===== config.mk =====
export PLATFORM = sky130hd
export DESIGN_NAME = pc_unit
export DESIGN_NICKNAME = d
export VERILOG_FILES = /design/src/rtl/pc_unit_pkg.sv /design/src/rtl/pc_unit_redirect_arbiter.sv /design/src/rtl/pc_unit.sv
export SDC_FILE = /design/constraint.sdc
export NUM_CORES = 1
export LEC_CHECK = 0
export ABC_CLOCK_PERIOD_IN_PS = 2950
export BUFFER_PORTS_ARGS = -buffer_cell sky130_fd_sc_hd__buf_2
export CAP_MARGIN = 15
export CORE_ASPECT_RATIO = 1.25
export CORE_MARGIN = 8
export CORE_UTILIZATION = 34
export CTS_BUF_LIST = sky130_fd_sc_hd__clkbuf_8
export DETAILED_ROUTE_END_ITERATION = 6
export HOLD_SLACK_MARGIN = 0.02
export PLACE_DENSITY = 0.66
export SLEW_MARGIN = 20
export SYNTH_ARGS = -nofsm -noshare
export SYNTH_HDL_FRONTEND = slang
export SYNTH_SLANG_ARGS = --single-unit
export TNS_END_PERCENT = 1

===== constraint.sdc =====
create_clock -name clk -period 2.95 [get_ports clk]
set_input_delay 0.4425 -clock clk [delete_from_list [all_inputs] [get_ports clk]]
set_output_delay 0.4425 -clock clk [all_outputs]
set_load 0.01 [all_outputs]

===== src/rtl/pc_unit_pkg.sv =====
// Shared fetch-stage types: redirect rank encoding and the redirect record
// passed between the arbiter and the PC/pending registers.
package pc_unit_pkg;

  // Width of the redirect record's target field; pc_unit's XLEN must match.
  localparam int PC_XLEN = 32;

  typedef enum logic [1:0] {
    RANK_NONE = 2'd0,
    RANK_JMP  = 2'd1,
    RANK_BR   = 2'd2,
    RANK_TRAP = 2'd3
  } rank_e;

  typedef struct packed {
    logic               valid;
    rank_e              rank;
    logic [PC_XLEN-1:0] target;
  } redirect_t;

endpackage


===== src/rtl/pc_unit_redirect_arbiter.sv =====
// Combinational redirect selection: filters misaligned jmp/br targets, picks
// the best incoming request and arbitrates it against the pending entry.
module pc_unit_redirect_arbiter
  import pc_unit_pkg::*;
#(
  parameter int XLEN       = PC_XLEN,
  parameter int ALIGN_BITS = 2
) (
  input  logic            jmp_valid,
  input  logic [XLEN-1:0] jmp_target,
  input  logic            br_valid,
  input  logic [XLEN-1:0] br_target,
  input  logic            trap_valid,
  input  logic [XLEN-1:0] trap_target,
  input  redirect_t       pending,
  output redirect_t       incoming,
  output redirect_t       effective,
  output logic            jmp_misalign,
  output logic            br_misalign
);

  localparam logic [XLEN-1:0] LOW_MASK = ~({XLEN{1'b1}} << ALIGN_BITS);

  always_comb begin
    jmp_misalign = jmp_valid && |(jmp_target & LOW_MASK);
    br_misalign  = br_valid  && |(br_target  & LOW_MASK);

    incoming = '0;
    if (trap_valid)
      incoming = '{valid: 1'b1, rank: RANK_TRAP, target: trap_target & ~LOW_MASK};
    else if (br_valid && !br_misalign)
      incoming = '{valid: 1'b1, rank: RANK_BR, target: br_target};
    else if (jmp_valid && !jmp_misalign)
      incoming = '{valid: 1'b1, rank: RANK_JMP, target: jmp_target};

    // An empty pending entry carries RANK_NONE, so any valid request wins;
    // on equal rank the newer request replaces the latched one.
    effective = pending;
    if (incoming.valid && incoming.rank >= pending.rank)
      effective = incoming;
  end

endmodule


===== src/rtl/pc_unit.sv =====
// Fetch-stage program counter with stall, imem ready handshake and a pending
// redirect register so redirects arriving under stall are applied afterwards.
module pc_unit
  import pc_unit_pkg::*;
#(
  parameter int              XLEN         = PC_XLEN,
  parameter logic [XLEN-1:0] RESET_VECTOR = '0,
  parameter int              INC_BYTES    = 4,
  parameter int              ALIGN_BITS   = 2
) (
  input  logic            clk,
  input  logic            rst_n,
  input  logic            stall_i,
  input  logic            imem_ready_i,
  input  logic            jmp_valid_i,
  input  logic [XLEN-1:0] jmp_target_i,
  input  logic            br_valid_i,
  input  logic [XLEN-1:0] br_target_i,
  input  logic            trap_valid_i,
  input  logic [XLEN-1:0] trap_target_i,
  output logic [XLEN-1:0] pc_o,
  output logic [XLEN-1:0] pc_plus_o,
  output logic            fetch_valid_o,
  output logic            redirect_pending_o,
  output logic            misalign_o
);

  redirect_t pending;
  redirect_t incoming;
  redirect_t effective;
  logic      jmp_misalign;
  logic      br_misalign;

  pc_unit_redirect_arbiter #(
    .XLEN       (XLEN),
    .ALIGN_BITS (ALIGN_BITS)
  ) u_arb (
    .jmp_valid    (jmp_valid_i),
    .jmp_target   (jmp_target_i),
    .br_valid     (br_valid_i),
    .br_target    (br_target_i),
    .trap_valid   (trap_valid_i),
    .trap_target  (trap_target_i),
    .pending      (pending),
    .incoming     (incoming),
    .effective    (effective),
    .jmp_misalign (jmp_misalign),
    .br_misalign  (br_misalign)
  );

  assign pc_plus_o          = pc_o + XLEN'(INC_BYTES);
  assign redirect_pending_o = pending.valid;

  always_ff @(posedge clk) begin
    if (!rst_n) begin
      pc_o          <= RESET_VECTOR;
      fetch_valid_o <= 1'b0;
      pending       <= '0;
      misalign_o    <= 1'b0;
    end else begin
      misalign_o <= jmp_misalign | br_misalign;
      // First edge out of reset only raises fetch_valid; the PC stays put.
      if (!fetch_valid_o) begin
        fetch_valid_o <= 1'b1;
      end else if (stall_i) begin
        if (incoming.valid && incoming.rank >= pending.rank)
          pending <= incoming;
      end else if (effective.valid) begin
        // Redirect cancels the outstanding fetch, so imem_ready_i is moot.
        pc_o    <= effective.target;
        pending <= '0;
      end else if (imem_ready_i) begin
        pc_o <= pc_plus_o;
      end
    end
  end

endmodule


## After elaboration in Yosys (flattened, before gate mapping)

Index checks and enable logic that the tools add are counted.

| storage, ports and cells | value |
|---|---|
| register bits | 69 |
| word-level logic and storage cells | 34 |

| cells by class | value |
|---|---|
| $add $sub $neg | 1 |
| $lt $le $gt $ge | 1 |
| eq/ne operators | 1 |
| mux-type cells | 9 |
| bitwise logic cells | 2 |
| reductions and logical operators | 14 |

Operators with widths:

| cell | count |
|---|---|
| 35-bit 2-to-1 mux | 6 |
| 32-bit 2-to-1 mux | 2 |
| 32-bit by 3-bit adder with 32-bit output, second input constant | 1 |
| 3-bit AND reduction | 2 |
| 1-bit logical AND | 5 |
| 2-bit nonzero test | 2 |
| 2-bit OR reduction | 2 |
| 2-bit >= comparator | 1 |
| 1-bit zero test | 2 |
| 2-bit by 1-bit inequality test with 1-bit output, second input constant | 1 |
| 2-bit AND reduction | 1 |
| 1-bit 2-to-1 mux | 1 |
| 1-bit NOT | 1 |
| 1-bit OR | 1 |

## Longest topological paths before layout

Gate-level depths: netlist (run 1).

| depth | value |
|---|---|
| depth after elaboration | 12 |
| gate-level depth with buffers | 16 |
| depth with buffers taken out | 10 |

## Cells and area by module

Synthesis (run 1) repeated with hierarchy kept, for this count alone.

| unflattened totals | value |
|---|---|
| cell total of the unflattened synthesis | 639 |
| area total of the unflattened synthesis | 5064.9 µm² |

Modules (own cells, without submodules):

| module | times used | cells each | area each (µm²) | seq. area each (µm²) |
|---|---|---|---|---|
| pc_unit | 1 | 476 | 3662.3 | 1381.3 |
| pc_unit_redirect_arbiter | 1 | 163 | 1402.6 | 0.0 |

## Least setup slack after synthesis (run 1)

No wires, ideal clock.

| path | value |
|---|---|
| path kind | input to register |
| start point | input trap_valid_i |
| end point | register pending[12] (netlist name) |
| setup time | 0.071 ns |
| arrival time | 3.097 ns |
| setup slack | -0.218 ns |
| stages | 13 |
| path buffers | 5 |
| cells stage by stage | clkbuf_1 buf_1 clkbuf_1 nor2_1 ha_1 nand2b_1 a21oi_1 o21ai_0 buf_2 o21ai_2 and2_1 buf_2 o2bb2ai_1 |

| between the ends | value |
|---|---|
| cells in the longest elaborated chain, start to end | 6 |
| elaborated cells between the ends (all ways) | 7 |

RTL lines:

| element | line | text |
|---|---|---|
| start: declaration | pc_unit.sv:19 | `input logic trap_valid_i,` |
| 35-bit 2-to-1 mux * | pc_unit_redirect_arbiter.sv:29 | `if (trap_valid)` |
| 2-bit >= comparator | pc_unit_redirect_arbiter.sv:39, pc_unit.sv:66 |  |
| 1-bit logical AND | pc_unit_redirect_arbiter.sv:39, pc_unit.sv:66 |  |
| 35-bit 2-to-1 mux * | pc_unit.sv:66 | `if (incoming.valid && incoming.rank >= pending.rank)` |
| 2-bit nonzero test (no line) | -- |  |
| 2-bit AND reduction (no line) | -- |  |

Mark *: on every way between the ends. The rest lies on a longest branch, timed or not. The select of a mux whose other input is x is not followed.
A chain may end at the register's enable or synchronous reset.

## Worst setup path in the final report (run 1)

| path | value |
|---|---|
| start point | register pc_o[4] |
| end point | output pc_plus_o[31] |

| between the ends | value |
|---|---|
| cells in the longest elaborated chain, start to end | 1 |

RTL lines:

| element | line | text |
|---|---|---|
| start: declaration | pc_unit.sv:21 | `output logic [XLEN-1:0] pc_o,` |
| start signal: assignment | pc_unit.sv:70 | `pc_o <= effective.target;` |
| start signal: assignment | pc_unit.sv:73 | `pc_o <= pc_plus_o;` |
| 32-bit by 3-bit adder with 32-bit output | pc_unit.sv:51 | `assign pc_plus_o = pc_o + XLEN'(INC_BYTES);` |
| end: declaration | pc_unit.sv:22 | `output logic [XLEN-1:0] pc_plus_o,` |

No other way between the ends.

==> impl_metrics.env, run 1 <==
export IMPL_status="finished clean"
export IMPL_fin_tns_setup_ns=0
export IMPL_ir_worst_vdd_v=0.0001864
export IMPL_r2r_cells=6
export IMPL_drv_cap=0
export IMPL_worstPathArrival_ns=2.34
export IMPL_fmax_mhz=359.1
export IMPL_skew_ns=0.007990
export IMPL_synth_edf_count=0
export IMPL_insertion_delay_ns=0.34
export IMPL_ys_seq_area_share_pct=31.11
export IMPL_fin_crit_sh_pct=94.40
export IMPL_slew_headroom_pct=62.08
export IMPL_start_util_pct=34.91
export IMPL_syn_area_sq_um=4441
export IMPL_avgSynthCellArea_sq_um=8.458
export IMPL_clk_pin_slew_worst_paths_ns=0.07
export IMPL_p_leak_uw=0.002592
export IMPL_clock_sinks=69
export IMPL_vias_per_cell=5.446
export IMPL_drtAntennaViolNets=0
export IMPL_synth_common_cells="dfxtp_1 (69), nand2_1 (46), a21oi_1 (31)"
export IMPL_cts_buffers=9
export IMPL_grt_max_degree=47
export IMPL_gp_congestion=0.8244
export IMPL_start_kind="register"
export IMPL_cp_required_ns=2.51
export IMPL_rsz0062_at_grt="false"
export IMPL_drc=0
export IMPL_grt_pass1_vias=4745
export IMPL_finalHoldViolations=0
export IMPL_path_class="reg2out"
export IMPL_syn_inst=525
export IMPL_drtIter0Drc=258
export IMPL_yosysMostFrequentCell="dfxtp_1"
export IMPL_min_path_cells=3
export IMPL_core_rowCount=46
export IMPL_r2r_end="pc_o[21]"
export IMPL_dp_hpwl_mm=12.47
export IMPL_finish_net_count=802
export IMPL_crit_path_max_fanout=7
export IMPL_htreeDepth=3
export IMPL_grt_overflow=0
export IMPL_finalPower_uw=2221
export IMPL_grt_antenna_before_repair=0
export IMPL_powerDensity_nw_per_um2=386.6
export IMPL_die_y_microns=143.8
export IMPL_synth_nets=631
export IMPL_cts_root_buffer="clkbuf_8"
export IMPL_min_period_ns=2.785
export IMPL_numPortBuffers=167
export IMPL_cp_end_kind="output port"
export IMPL_ys_top_cells_by_area="dfxtp_1 (31%), nor2b_1 (4.1%), nand2_1 (3.9%), xnor2_1 (3.6%), a21oi_1 (3.5%)"
export IMPL_synthDistinctLibCells=72
export IMPL_drive_gt1_share_pct=35.24
export IMPL_gr_usage_all_layers_pct=17.83
export IMPL_cts_tree="yes"
export IMPL_via_count=4733
export IMPL_wl_per_cell_microns=18.18
export IMPL_grt_pass1_wl_mm=24.53
export IMPL_dieArea_sq_um=17000
export IMPL_core_region_area_sq_um=12720
export IMPL_drt_first_pass_iters=5
export IMPL_synth_main_ff_cell="dfxtp_1"
export IMPL_routed_wl_mm=15.80
export IMPL_hold_path_startpoint="br_valid_i"
export IMPL_num_antenna_cells=0
export IMPL_yosys_area_top_type="dfxtp_1"
export IMPL_fp_dieW_microns=118.2
export IMPL_worstHoldPathType="in2reg"
export IMPL_tightest_slew_ns=0.5668
export IMPL_synthArstFlopShare_pct=0
export IMPL_synth_top_area_share_pct=31.11
export IMPL_io_pins=170
export IMPL_area_growth_pct=29.39
export IMPL_rrSetupSlack_ns=0.79
export IMPL_ys_seq_elements=69
export IMPL_worstReg2RegStart="pc_o[4]"
export IMPL_hold_path_endpoint="misalign_o"
export IMPL_ys_warn_count=0
export IMPL_clk_path_buf_depth=2
export IMPL_setup_viol=0
export IMPL_maxSlewViolCount=0
-- repair_timing --
item | CTS | global route
buffers inserted | 0 | 2
endpoints found under the hold margin | 0 | 0
resized for setup | 0 | 2
hold buffers | 0 | 0
setup endpoints to repair | 0 | 4
-- cell families after synthesis --
kind of cell             share of synthesized area [%]
AND/OR/NAND/NOR                                  23.22
multiplexers                                     1.634
buffers and inverters                            6.763
flip-flops                                       31.11
adder cells (fa/ha/maj)                         0.8454
AO/OA/AOI/OAI                                    31.11
XOR/XNOR                                         5.326
-- where the power goes --
| group | internal, uW | total (uW) | switching (uW) |
|---|---|---|---|
| clock | 338 | 677 | 339 |
| sequential | 966 | 1000 | 36.9 |
| combinational | 239 | 541 | 302 |
| total | 1540 | 2220 | 678 |
-- cell usage in the layout, fill, tap and decap left out, types with 12 or more instances in the layout --
master	count
a22o_1	14
a221oi_1	17
o21ai_0	30
buf_4	35
a21oi_1	30
nor2b_1	29
nand2_1	46
nor2_1	14
nor3_1	13
o2bb2ai_1	13
buf_2	167
inv_1	14
xnor2_1	18
o211ai_1	12
dfxtp_1	69
nand3_1	17
-- registers in the layout (all words and copies together), names as in the netlist --
name / count
pc_o: 32
misalign_o: 1
fetch_valid_o: 1
pending: 34
redirect_pending_o: 1
-- worst max path at each step --
stage / from / end / slack (ns) / cells after the start
2_1_floorplan: br_target_i[0] / pending[12] / -0.05 / 15
3_3_place_gp: br_target_i[1] / pc_o[21] / 0.07 / 12
3_5_place_dp: br_target_i[1] / pc_o[21] / 0.06 / 12
4_1_cts: pc_o[4] / pc_plus_o[30] / 0.04 / 6
5_1_grt: pc_o[4] / pc_plus_o[31] / 0.009 / 6
6_report: pc_o[4] / pc_plus_o[31] / 0.17 / 6
-- cell type report --
type	count	area, sq um
fill	1291	6974
multi-input combinational	399	2779
sequential	69	1381
timing repair buffer	205	1159
tap	168	210.2
clock buffer	11	151.4
inverter	12	45.04
clock inverter	5	20.02
-- routing by layer --
metal,track usage [%],part of all wire (%),vias up
met3,3.337,5.1,20
met5,0,0,-
li1,-,-,2315
met2,30.39,50,155
met4,7.635,1.8,0
met1,21.55,43,2243
-- worst max-delay path, cell delays in order, from the launching register on --
cell     delay [ns]
dfxtp_1        0.49
and4_2         0.38
nand2_1        0.15
nor4_4         0.40
and3_1         0.23
xor2_1         0.18
buf_2          0.16
-- through the flow --
step	cell area [sq um]	hold slack [ns]	std cells	utilization (%)	worst slack [ns]
floorplan	4459	0.4322	525	-	-0.05107
global placement	5557	0.4438	851	43.68	0.07151
detailed placement	5557	0.4484	851	43.68	0.06028
CTS	5728	0.3842	867	45.03	0.03859
global route	5746	0.4145	869	45.17	0.008840
finish	5746	0.3960	869	45.17	0.1653
Power figures use the tool's default switching activity.
==> run 2: changes to the inputs <==
Settings changed: RECOVER_POWER set to 25.
==> run 2 against run 1 <==
Net effect: sequential share of layout area increased by 0.19 points; combinational power fell by 0.9%; first-iteration DRC count increased by 4.3%; critical path type unchanged; largest cell class unchanged; critical endpoint unchanged.
==> impl_metrics.env, run 2 (synthesized netlist as in run 1, its figures left out) <==
export IMPL_status="finished clean"
export IMPL_clk_path_buf_depth=2
export IMPL_grt_pass1_wl_mm=24.53
export IMPL_numPortBuffers=167
export IMPL_placed_cells=851
export IMPL_finish_net_count=802
export IMPL_cts_root_buffer="clkbuf_8"
export IMPL_multi_input_area_sq_um=2779
export IMPL_grt_overflow=0
export IMPL_cts_buffers=9
export IMPL_regMostFlops="pending"
export IMPL_setup_viol=0
export IMPL_grt_max_degree=47
export IMPL_routed_wl_mm=15.78
export IMPL_core_region_area_sq_um=12720
export IMPL_largest_register_ffs=34
export IMPL_met3_length_microns=765
export IMPL_gp_congestion=0.8244
export IMPL_io_pins=170
export IMPL_r2r_end="pc_o[19]"
export IMPL_area_growth_pct=28.37
export IMPL_fp_dieW_microns=118.2
export IMPL_maxSlewViolCount=0
export IMPL_critPathSlowestCell="dfxtp_1"
export IMPL_fin_crit_sh_pct=94.11
export IMPL_wl_per_cell_microns=18.15
export IMPL_cp_cell_sequence="and4_2 -> nand2_1 -> nor4_4 -> and3_1 -> xor2_1 -> buf_2"
export IMPL_insertion_delay_ns=0.34
export IMPL_path_delay_family="simple AND/OR/NAND/NOR gates"
export IMPL_final_cell_count_no_fill=869
export IMPL_min_period_ns=2.776
export IMPL_clk_pin_slew_worst_paths_ns=0.07
export IMPL_dr_wl_met2_mm=7.915
export IMPL_final_common_cell="buf_2"
export IMPL_drc=0
export IMPL_tightest_slew_ns=0.8148
export IMPL_crit_start="pc_o[4]"
export IMPL_layout_common_cells="buf_2 (137), dfxtp_1 (69), nand2_1 (46), buf_4 (33), clkbuf_1 (32)"
export IMPL_drtAntennaViolNets=0
export IMPL_grt_antenna_before_repair=0
export IMPL_dieArea_sq_um=17000
export IMPL_rrSetupSlack_ns=0.76
export IMPL_hold_path_startpoint="br_valid_i"
export IMPL_rsz0062_at_grt="false"
export IMPL_start_util_pct=34.91
export IMPL_gr_usage_all_layers_pct=17.83
export IMPL_grt_pass1_vias=4745
export IMPL_slowest_delay_ns=0.48
export IMPL_slew_headroom_pct=45.68
export IMPL_ir_worst_vdd_v=0.0001863
export IMPL_start_kind="register"
export IMPL_fillers=1306
export IMPL_drive_gt1_share_pct=30.67
export IMPL_cp_required_ns=2.51
export IMPL_worstPathArrival_ns=2.33
export IMPL_vias_per_cell=5.448
export IMPL_drv_cap=0
export IMPL_finalHoldViolations=0
export IMPL_via_count=4734
export IMPL_worstHoldPathType="in2reg"
export IMPL_min_path_cells=3
export IMPL_drtIter0Drc=269
export IMPL_dp_hpwl_mm=12.47
export IMPL_powerDensity_nw_per_um2=388.0
export IMPL_die_y_microns=143.8
export IMPL_finalPower_uw=2212
export IMPL_core_rowCount=46
export IMPL_path_class="reg2out"
export IMPL_clock_sinks=69
export IMPL_drt_first_pass_iters=5
export IMPL_area_sequential_sq_um=1381
export IMPL_cp_end_kind="output port"
export IMPL_p_leak_uw=0.002458
export IMPL_wl_met1_mm=6.801
export IMPL_fmax_mhz=360.2
export IMPL_num_antenna_cells=0
export IMPL_crit_buf_inv=1
export IMPL_r2r_cells=8
export IMPL_htreeDepth=3
export IMPL_hold_path_endpoint="misalign_o"
export IMPL_path_depth=6
export IMPL_worstReg2RegStart="redirect_pending_o"
export IMPL_crit_path_max_fanout=7
export IMPL_cts_tree="yes"
export IMPL_skew_ns=0.007631
export IMPL_routed_top_layer="met4"
export IMPL_reg_largest_list="pending x34, pc_o x32"
-- run 2: cell count changes in the layout (fill, tap and decap cells not counted) --
| cell | before | now |
|---|---|---|
| clkbuf_1 | 0 | 32 |
| buf_2 | 167 | 137 |
| buf_4 | 35 | 33 |
-- run 2: final cells by class --
cell class,instances,area share [%]
well taps,168,3.687
clock inverters,5,0.3512
clock buffers,11,2.656
multi-input cells,399,48.75
inverters,12,0.7902
repair buffers,205,19.53
flip-flops and latches,69,24.23
-- run 2: worst min-delay path: cells and delay by family --
kind,cells,cell delay [ns]
AO/OA/AOI/OAI,2,0.13
buffers and inverters,1,0.11
-- run 2: worst max-delay path by stage --
stage | to
floorplan | pending[12]
global placement | pc_o[21]
detailed placement | pc_o[21]
CTS | pc_plus_o[30]
global route | pc_plus_o[31]
finish | pc_plus_o[31]
-- run 2: what timing repair did --
| action | CTS | global route |
|---|---|---|
| setup buffers | 0 | 2 |
| gates resized for setup | 0 | 2 |
| hold buffers | 0 | 0 |
| hold endpoints to repair | 0 | 0 |
| endpoints found under the setup margin | 0 | 4 |
-- run 2: metal layers --
layer,up-vias,global-route usage [%]
met5,-,0
met4,0,7.635
met3,23,3.337
met2,150,30.39
met1,2248,21.55
li1,2313,-
-- run 2: where the power goes --
group	switching [uW]	internal, uW	total [uW]
Clock	334	338	672
Sequential	37.4	966	1000
Combinational	302	234	536
Total	674	1540	2210
-- run 2: through the flow --
step	hold WS [ns]	utilization (%)	worst slack (ns)	setup TNS [ns]	instance area [sq um]
after detailed placement	0.4484	43.68	0.06028	0	5557
after CTS	0.3842	45.03	0.03859	0	5728
final	0.4040	44.82	0.1737	0	5700
after global routing	0.4214	44.82	0.004319	0	5700
after global placement	0.4438	43.68	0.07151	0	5557
after floorplan	0.4322	-	-0.05107	-0.6473	4459
==> run 3: changes to the inputs <==
Settings changed: ABC_CLOCK_PERIOD_IN_PS 2950 to 2600, PLACE_DENSITY 0.66 to 0.64.
Clock period 2.95 ns to 2.6 ns, I/O delays scaled along.
==> run 3 against run 2 <==
Net effect: wire length grew 5.1%; global-route usage grew 0.57 points; utilization grew 3.4 points.
==> impl_metrics.env, run 3 (synthesized netlist as in run 1, its figures left out) <==
export IMPL_status="finished clean"
export IMPL_cts_buffers=9
export IMPL_clock_sinks=69
export IMPL_drtAntennaViolNets=0
export IMPL_cts_root_buffer="clkbuf_8"
export IMPL_drtIter0Drc=316
export IMPL_drive_gt1_share_pct=40.05
export IMPL_core_rowCount=46
export IMPL_largest_register_ffs=34
export IMPL_rrSetupSlack_ns=0.52
export IMPL_gr_usage_all_layers_pct=18.41
export IMPL_combPwrFrac_pct=23.9
export IMPL_start_util_pct=34.91
export IMPL_switching_share_pct=29.20
export IMPL_wl_per_cell_microns=18.48
export IMPL_die_y_microns=143.8
export IMPL_via_count=4910
export IMPL_path_class="reg2out"
export IMPL_numPortBuffers=167
export IMPL_cp_required_ns=2.21
export IMPL_grt_pass1_vias=4873
export IMPL_grt_overflow=0
export IMPL_htreeDepth=3
export IMPL_worstReg2RegStart="pending[33]"
export IMPL_regMostFlops="pending"
export IMPL_drv_cap=0
export IMPL_worstPathArrival_ns=2.12
export IMPL_worst_hold_slack_ns=0.3604
export IMPL_finalPower_uw=2802
export IMPL_io_pins=170
export IMPL_dp_hpwl_mm=12.88
export IMPL_p_sw_uw=818.3
export IMPL_setup_viol=0
export IMPL_insertion_delay_ns=0.36
export IMPL_fin_crit_sh_pct=96.36
export IMPL_cts_tree="yes"
export IMPL_finalHoldViolations=0
export IMPL_cp_end_kind="output port"
export IMPL_grt_max_degree=46
export IMPL_start_kind="register"
export IMPL_seqPwrFrac_pct=40.4
export IMPL_clk_pin_slew_worst_paths_ns=0.08
export IMPL_grt_pass1_wl_mm=25.19
export IMPL_rsz0062_at_grt="true"
export IMPL_vias_per_cell=5.474
export IMPL_r2r_end="pending[28]"
export IMPL_grt_antenna_before_repair=0
export IMPL_worst_slack_ns=0.09461
export IMPL_hold_path_startpoint="trap_target_i[28]"
export IMPL_final_common_cell="buf_2"
export IMPL_p_leak_uw=0.002773
export IMPL_pre_cts_slack_ns=-0.1180
export IMPL_skew_ns=0.01133
export IMPL_tightest_slew_ns=0.9788
export IMPL_p_int_uw=1984
export IMPL_min_period_ns=2.505
export IMPL_drc=0
export IMPL_r2r_cells=9
export IMPL_clkPwrFrac_pct=35.7
export IMPL_place_area_sq_um=5754
export IMPL_reg_largest_list="pending x34, pc_o x32"
export IMPL_dieArea_sq_um=17000
export IMPL_ir_worst_vdd_v=0.0002944
export IMPL_fmax_mhz=399.1
export IMPL_fillers=1276
export IMPL_clk_path_buf_depth=2
export IMPL_slew_headroom_pct=34.75
export IMPL_final_cell_area_sq_um=6130
export IMPL_crit_start="pc_o[11]"
export IMPL_drt_first_pass_iters=5
export IMPL_postLayoutCoreUtil_pct=48.19
export IMPL_crit_end="pc_plus_o[31]"
export IMPL_fp_dieW_microns=118.2
export IMPL_routed_wl_mm=16.58
export IMPL_layout_common_cells="buf_2 (161), buf_4 (59), dfxtp_1 (56), nand2_1 (46), a21oi_1 (30)"
export IMPL_finish_net_count=830
export IMPL_gp_congestion=0.8402
export IMPL_crit_path_max_fanout=6
export IMPL_core_region_area_sq_um=12720
export IMPL_worstHoldPathType="in2reg"
export IMPL_maxSlewViolCount=0
export IMPL_num_antenna_cells=0
export IMPL_powerDensity_nw_per_um2=457.2
export IMPL_hold_buffers=0
export IMPL_area_growth_pct=38.04
run 3: cell count changes in the layout (fill, tap and decap cells not counted), moves of 4 or more:
cell      before  now
and4_4         0    4
dfxtp_4        0    6
clkbuf_1      32    7
buf_2        137  161
dfxtp_2        0    7
buf_4         33   59
dfxtp_1       69   56
run 3: worst min path at each step:
stage,end,cells past startpoint
final,pending[28],3
after floorplan,fetch_valid_o,0
after global routing,pending[28],3
after detailed placement,pending[21],1
after CTS,misalign_o,3
after global placement,pending[18],1
run 3: through the flow:
stage / TNS, ns / cells
5_1_grt: -0.05942 / 897
4_1_cts: 0 / 887
6_report: 0 / 897
2_1_floorplan: -8.282 / 525
3_5_place_dp: -1.554 / 869
3_3_place_gp: -0.6111 / 869
run 3: final cells by class:
class / instances / area (sq um) / area share [%]
multi-input combinational: 399 / 2841 / 46.36
sequential: 69 / 1413 / 23.05
timing repair buffer: 233 / 1395 / 22.76
tap: 168 / 210.2 / 3.429
clock buffer: 11 / 151.4 / 2.470
clock inverter: 5 / 73.82 / 1.204
inverter: 12 / 45.04 / 0.7348
run 3: power groups by stage:
| stage | combinational, uW | sequential [uW] | clock, uW |
|---|---|---|---|
| global placement | 645 | 1150 | 0 |
| global route | 722 | 1140 | 1060 |
| detailed placement | 657 | 1160 | 0 |
| floorplan | 351 | 1160 | 0 |
| CTS | 662 | 1140 | 1010 |
| finish | 669 | 1130 | 1000 |
run 3: per-layer routing:
| layer | wire (microns) | up-vias | global-route usage (%) |
|---|---|---|---|
| li1 | - | 2363 | - |
| met1 | 7045 | 2335 | 21.47 |
| met2 | 8238 | 176 | 31.65 |
| met3 | 783 | 36 | 3.219 |
| met4 | 513 | 0 | 9.865 |
| met5 | 0 | - | 0 |
run 3: repair_timing:
action                                  CTS  global route
endpoints found under the setup margin    9             8
resized for setup                        17            14
hold endpoints to repair                  0             0
setup buffers                             2            10
pin swaps                                 1             4
run 3: worst max-delay path: stages, from the launching register on:
cell	delay (ns)
dfxtp_4	0.38
and4_4	0.24
nand4_4	0.13
nor4_4	0.42
and3_1	0.23
xor2_1	0.18
buf_2	0.17
